### src/rtl/pipe_hazard_ctrl_pkg.sv
// Shared encodings for the pipeline hazard sequencer: PC-source selects,
// FSM states, the "no exception" vector and the EX/MEM bubble control word.
package pipe_hazard_ctrl_pkg;

  localparam int unsigned XLEN  = 32;
  localparam int unsigned REG_W = 5;
  localparam int unsigned VEC_W = 5;

  typedef enum logic [1:0] {
    PC_SEQ    = 2'd0,
    PC_BRANCH = 2'd1,
    PC_VECTOR = 2'd2,
    PC_EPC    = 2'd3
  } pc_sel_e;

  typedef enum logic [1:0] {
    ST_RUN      = 2'd0,
    ST_DIV_WAIT = 2'd1,
    ST_EXC_JUMP = 2'd2
  } state_e;

  localparam logic [VEC_W-1:0] VEC_NONE = 5'd0;

  // Control word EX/MEM loads when ex_flush turns its slot into a bubble.
  localparam logic [7:0] EXMEM_BUBBLE = 8'd1;

  // Exception vector table: one word per cause above the base.
  function automatic logic [XLEN-1:0] vector_target(input logic [XLEN-1:0] base,
                                                    input logic [VEC_W-1:0] c);
    return base + XLEN'({c, 2'b00});
  endfunction

endpackage

### src/rtl/pipe_div_timer.sv
// Divide occupancy timer: loads on start, counts down while the divider holds
// EX, flags the final stall cycle and clears when the divide is aborted.
module pipe_div_timer #(
  parameter int unsigned DIV_CYCLES = 32
) (
  input  logic clk,
  input  logic reset,
  input  logic start,
  input  logic active,
  input  logic abort,
  output logic last_c
);

  localparam int unsigned CNT_W = $clog2(DIV_CYCLES);
  localparam logic [CNT_W-1:0] LOAD = CNT_W'(DIV_CYCLES - 1);

  logic [CNT_W-1:0] count;

  // The start cycle is the first EX cycle, so the last stall is when one remains.
  assign last_c = active && (count == CNT_W'(1));

  always_ff @(posedge clk or negedge reset) begin
    if (!reset) begin
      count <= '0;
    end else if (start) begin
      count <= LOAD;
    end else if (abort) begin
      count <= '0;
    end else if (active && (count != '0)) begin
      count <= count - CNT_W'(1);
    end
  end

endmodule

### src/rtl/pipe_hazard_ctrl.sv
// Pipeline hazard sequencer: stall/flush/PC-select for load-use, branch,
// divide, exception entry and ERET. Optional counters under PIPE_CTRL_PERF_EN.
module pipe_hazard_ctrl
  import pipe_hazard_ctrl_pkg::*;
#(
  parameter int unsigned     DIV_CYCLES = 32,
  parameter logic [XLEN-1:0] EXC_BASE   = 32'h0000_0080
) (
  input  logic             clk,
  input  logic             reset,
  input  logic [REG_W-1:0] id_rs,
  input  logic [REG_W-1:0] id_rt,
  input  logic             ex_memread,
  input  logic [REG_W-1:0] ex_rt,
  input  logic             ex_branch_taken,
  input  logic             ex_div_start,
  input  logic             id_eret,
  input  logic [VEC_W-1:0] mem_vector,
  input  logic [XLEN-1:0]  mem_pc,
  output logic             pc_write,
  output logic             if_id_write,
  output logic             id_ex_write,
  output logic             if_id_flush,
  output logic             id_ex_flush,
  output logic             ex_flush,
  output logic [1:0]       pc_sel,
  output logic [XLEN-1:0]  exc_pc,
  output logic [XLEN-1:0]  epc,
  output logic [VEC_W-1:0] cause,
  output logic             div_done,
  output logic             div_abort
`ifdef PIPE_CTRL_PERF_EN
  ,
  output logic [31:0]      stall_cnt,
  output logic [31:0]      flush_cnt
`endif
);

  state_e state;
  state_e state_nxt;

  logic exc;
  logic load_use;
  logic div_start;
  logic div_kill;
  logic div_last_c;
  logic exc_take;

  assign exc      = (mem_vector != VEC_NONE);
  assign load_use = ex_memread && (ex_rt != '0) && ((ex_rt == id_rs) || (ex_rt == id_rt));

  // Vector is only honoured where EX/MEM holds a live instruction.
  assign exc_take  = reset && exc && ((state == ST_RUN) || (state == ST_DIV_WAIT));
  assign div_start = reset && (state == ST_RUN) && !exc && ex_div_start;
  assign div_kill  = reset && (state == ST_DIV_WAIT) && exc;

  pipe_div_timer #(
    .DIV_CYCLES (DIV_CYCLES)
  ) u_div_timer (
    .clk    (clk),
    .reset  (reset),
    .start  (div_start),
    .active (state == ST_DIV_WAIT),
    .abort  (div_kill),
    .last_c (div_last_c)
  );

  // State register.
  always_ff @(posedge clk or negedge reset) begin
    if (!reset) begin
      state <= ST_RUN;
    end else begin
      state <= state_nxt;
    end
  end

  // Next state and same-cycle pipeline controls.
  always_comb begin
    state_nxt   = state;
    pc_write    = 1'b1;
    if_id_write = 1'b1;
    id_ex_write = 1'b1;
    if_id_flush = 1'b0;
    id_ex_flush = 1'b0;
    ex_flush    = 1'b0;
    pc_sel      = PC_SEQ;
    div_done    = 1'b0;
    div_abort   = 1'b0;

    case (state)
      ST_RUN: begin
        if (exc) begin
          pc_write    = 1'b0;
          if_id_flush = 1'b1;
          id_ex_flush = 1'b1;
          ex_flush    = 1'b1;
          state_nxt   = ST_EXC_JUMP;
        end else if (ex_div_start) begin
          state_nxt = ST_DIV_WAIT;
        end else if (ex_branch_taken) begin
          // Squashing ID also removes any load-use hazard it carried.
          pc_sel      = PC_BRANCH;
          if_id_flush = 1'b1;
          id_ex_flush = 1'b1;
        end else if (id_eret) begin
          pc_sel      = PC_EPC;
          if_id_flush = 1'b1;
        end else if (load_use) begin
          pc_write    = 1'b0;
          if_id_write = 1'b0;
          id_ex_flush = 1'b1;
        end
      end

      ST_DIV_WAIT: begin
        if (exc) begin
          div_abort   = 1'b1;
          pc_write    = 1'b0;
          if_id_flush = 1'b1;
          id_ex_flush = 1'b1;
          ex_flush    = 1'b1;
          state_nxt   = ST_EXC_JUMP;
        end else begin
          pc_write    = 1'b0;
          if_id_write = 1'b0;
          id_ex_write = 1'b0;
          ex_flush    = 1'b1;
          if (div_last_c) begin
            div_done  = 1'b1;
            state_nxt = ST_RUN;
          end
        end
      end

      ST_EXC_JUMP: begin
        pc_sel      = PC_VECTOR;
        pc_write    = 1'b1;
        if_id_flush = 1'b1;
        state_nxt   = ST_RUN;
      end

      default: begin
        state_nxt = ST_RUN;
      end
    endcase

    // Held reset freezes every pipeline register as a bubble.
    if (!reset) begin
      pc_write    = 1'b0;
      if_id_write = 1'b0;
      id_ex_write = 1'b0;
      if_id_flush = 1'b1;
      id_ex_flush = 1'b1;
      ex_flush    = 1'b1;
      pc_sel      = PC_SEQ;
      div_done    = 1'b0;
      div_abort   = 1'b0;
      state_nxt   = ST_RUN;
    end
  end

  // Exception capture of faulting PC and cause.
  always_ff @(posedge clk or negedge reset) begin
    if (!reset) begin
      epc   <= '0;
      cause <= VEC_NONE;
    end else if (exc_take) begin
      epc   <= mem_pc;
      cause <= mem_vector;
    end
  end

  assign exc_pc = vector_target(EXC_BASE, cause);

`ifdef PIPE_CTRL_PERF_EN
  logic flush_evt;

  // Only branch and exception flushes count; load-use and divide bubbles do not.
  assign flush_evt = exc_take ||
                     (reset && (state == ST_RUN) && !ex_div_start && ex_branch_taken);

  always_ff @(posedge clk or negedge reset) begin
    if (!reset) begin
      stall_cnt <= '0;
      flush_cnt <= '0;
    end else begin
      if (!pc_write) begin
        stall_cnt <= stall_cnt + 32'd1;
      end
      if (flush_evt) begin
        flush_cnt <= flush_cnt + 32'd1;
      end
    end
  end
`endif

endmodule

### config.mk
export PLATFORM = sky130hd
export DESIGN_NAME = pipe_hazard_ctrl
export DESIGN_NICKNAME = d
export VERILOG_FILES = /design/src/rtl/pipe_hazard_ctrl_pkg.sv /design/src/rtl/pipe_div_timer.sv /design/src/rtl/pipe_hazard_ctrl.sv
export SDC_FILE = /design/constraint.sdc
export NUM_CORES = 1
export LEC_CHECK = 0
export ABC_AREA = 0
export CAP_MARGIN = 20
export CORE_ASPECT_RATIO = 0.75
export CORE_MARGIN = 2
export CORE_UTILIZATION = 41
export DETAILED_ROUTE_END_ITERATION = 16
export GPL_TIMING_DRIVEN = 0
export HOLD_SLACK_MARGIN = 0.12
export PLACE_DENSITY = 0.95
export RECOVER_POWER = 50
export SLEW_MARGIN = 10
export SYNTH_ARGS = -nofsm -noshare
export SYNTH_HDL_FRONTEND = slang
export SYNTH_SLANG_ARGS = --single-unit
### constraint.sdc
create_clock -name clk -period 5.68 [get_ports clk]
set_input_delay 1.704 -clock clk [delete_from_list [all_inputs] [get_ports clk]]
set_output_delay 1.704 -clock clk [all_outputs]
set_load 0.01 [all_outputs]
==> out/qor.yml <==
port_buffers: 109
cts_root_buf: "clkbuf_8"
post_drt_wl_per_cell_um: 12.6
grt_pass1_vias: 2150
cts_buffers: 5
rrSetupSlack_ns: 3.84
ys_seq_area_share_pct: 47.4
synth_area_mm2: 0.00232
setup_tns_ns: 0
cp.required_ns: 3.98
ir_drop_mv: 0.147
finClkSkew_ns: 0.00973
hold_path.class: "register to register"
cp_max_fo: 4
powerDensity_mw_per_mm2: 229
grt.busiest_layer: "met2"
rsz0062_at_grt: "false"
tightest_slew_ns: 1.25
final_antenna_net_count: 0
synth-seq-cells: 44
rr_endpoint: "u_div_timer.count[1]$_DFFE_PN0P_"
die-height_um: 69.2
place_congestion: 0.859
dp.cells: 470
endpoint_kind: "output port"
clock_latency_ns: 0.29
first_pass_iters: 4
antenna_found_initial: 0
grt_use_met2_pct: 34.1
use_met1_pct: 23.2
grt_remaining_overflow: 0
drc: 0
relSlewSlack_pct: 16.7
crit_type: "input port to output port"
grt_use_total_pct: 19.5
endpoint: "div_done"
yosysUniqueCellTypes: 35
fp.dieW_um: 91.0
startpoint_type: "input port"
reg2regPathDepth: 5
first_iter_violations: 55
period_share_pct: 97.6
clkTransAtPathRegs_ns: 0.07
final_nets: 463
drive_above_1_share_pct: 15.1
clock_path_buffers: 2
holdPathStages: 2
cts_tree: "built"
leakagePower_uw: 0.00181
initial_core_util_pct: 43.0
setup_ws_ns: 0.136
yosysWarnings: 0
drv_cap: 0
grt_max_degree: 24
via_per_inst: 4.43
core_mm2: 0.00541
ctsHoldBuffers: 0
antenna_cells: 0
max_freq_ghz: 0.180
avgSynthCellArea_um2: 8.94
crit_start: "mem_vector[0]"
wl_um: 6010
post-dp-hpwl_um: 4800
areaGrowthSynthToFinish_pct: 59.0
rr_startpoint: "u_div_timer.count[0]$_DFFE_PN0P_"
htree_num_levels: 2
num_io_pins: 137
synthCells: 260
rows: 23
grt_pass1_wl_um: 9960
status: "finished clean"
fin_crit_ns: 5.54
cp.arrival_ns: 3.84
final_cells: 478
hold_violations: 0
finalSetupViolCount: 0
drv_slew: 0
vias: 2119
met3_usage_pct: 6.09
post-place-ws_ns: 0.0520
dieArea_mm2: 0.00629
cts_sinks: 44
## cell usage in the layout, fill, tap and decap left out, types with 2 or more instances in the layout
| master | Yosys | final |
|---|---|---|
| nand2_1 | 102 | 102 |
| clkdlybuf4s50_1 | 0 | 81 |
| dfrtp_1 | 44 | 44 |
| buf_4 | 32 | 33 |
| conb_1 | 2 | 27 |
| dlygate4sd3_1 | 0 | 26 |
| xor2_1 | 8 | 8 |
| nor2_1 | 8 | 7 |
| o21ai_0 | 7 | 7 |
| mux2_2 | 6 | 6 |
| inv_1 | 5 | 5 |
| buf_2 | 4 | 5 |
| nor3_1 | 5 | 5 |
| xnor2_1 | 5 | 5 |
| clkbuf_8 | 0 | 5 |
| buf_8 | 4 | 4 |
| clkbuf_1 | 2 | 3 |
| nand3_1 | 3 | 3 |
| a31oi_1 | 3 | 3 |
| ha_1 | 2 | 2 |
## power by group
group | switching (uW) | total (uW) | internal (uW)
sequential | 24.9 | 381 | 356
combinational | 118 | 277 | 158
clock | 103 | 186 | 83.4
total | 246 | 845 | 598
## worst min path at each step
| stage | start | end | slack [ns] |
|---|---|---|---|
| after floorplan | u_div_timer.count[4]$_DFFE_PN0P_ | u_div_timer.count[4]$_DFFE_PN0P_ | 0.46 |
| after global placement | epc[28]$_DFFE_PN0P_ | epc[28]$_DFFE_PN0P_ | 0.46 |
| after detailed placement | epc[13]$_DFFE_PN0P_ | epc[13]$_DFFE_PN0P_ | 0.46 |
| after CTS | epc[7]$_DFFE_PN0P_ | epc[7]$_DFFE_PN0P_ | 0.48 |
| after global routing | epc[9]$_DFFE_PN0P_ | epc[9]$_DFFE_PN0P_ | 0.49 |
| final | epc[7]$_DFFE_PN0P_ | epc[7]$_DFFE_PN0P_ | 0.47 |
## worst max-delay path: stages
cell and delay [ns]:
clkdlybuf4s50_1 0.44, or4_4 0.58, nor3_4 0.25, nand2_1 0.13, nor2_1 0.16, clkdlybuf4s50_1 0.56
## cell usage after synthesis, drive strengths merged
cell,count,area [um^2]
nand4,1,6.26
o21ai,8,40.0
o211a,1,10.0
nand3,3,15.0
nand2,102,383
nor3,6,41.3
mux2,6,67.6
nor2b,1,6.26
ha,2,25.0
xnor2,5,43.8
a21bo,1,10.0
or4,2,18.8
inv,6,22.5
a211oi,1,7.51
nor4,1,6.26
buf,40,320
nand3b,1,7.51
dfrtp,44,1100
nor4b,1,8.76
conb,2,7.51
a31oi,3,18.8
a21oi,1,5.00
clkbuf,2,7.51
nor3b,1,7.51
xor2,8,70.1
o211ai,2,28.8
o221ai,1,8.76
nor2,8,30.0
## kinds of logic (layout without fill, tap and decap cells)
family / Yosys count / after routing / synth area share (%)
simple gates: 127 / 127 / 22.8
buf+inv: 48 / 166 / 15.1
compound gates: 18 / 18 / 5.54
mux: 6 / 6 / 2.91
other cells: 2 / 27 / 0.323
flops: 44 / 44 / 47.4
xor+xnor: 13 / 13 / 4.90
fa+ha+maj: 2 / 2 / 1.08
## flip-flops by register name, indices dropped and copies added (netlist names)
signal,cells
cause,5
epc,32
state,2
u_div_timer.count,5
## through the flow
step	utilization (%)	instance area [um^2]	hold WS, ns	total power (uW)
finish	68.3	3700	0.472	845
floorplan	-	2420	0.464	511
global route	68.3	3700	0.493	896
CTS	68.5	3710	0.480	868
global placement	66.6	3600	0.457	666
detailed placement	67.0	3630	0.460	679
## layout make-up
type | count | area (um^2)
clock inverters | 2 | 12.5
multi-input cells | 193 | 970
plain buffers | 42 | 328
fillers | 433 | 1710
clock buffers | 5 | 68.8
flip-flops and latches | 44 | 1100
repair buffers | 111 | 1100
well taps | 75 | 93.8
inverters | 6 | 22.5
## timing repair
| item | in CTS | in global routing |
|---|---|---|
| setup endpoints to repair | 0 | 2 |
| resized for setup | 0 | 2 |
| setup buffers | 0 | 1 |
## metal layers
| metal | up-vias | wire (um) |
|---|---|---|
| met3 | 7 | 421 |
| met4 | 0 | 72 |
| met1 | 977 | 2530 |
| li1 | 1060 | - |
| met2 | 75 | 2990 |
| met5 | - | 0 |
No activity file was read; power rests on OpenSTA's default activity.
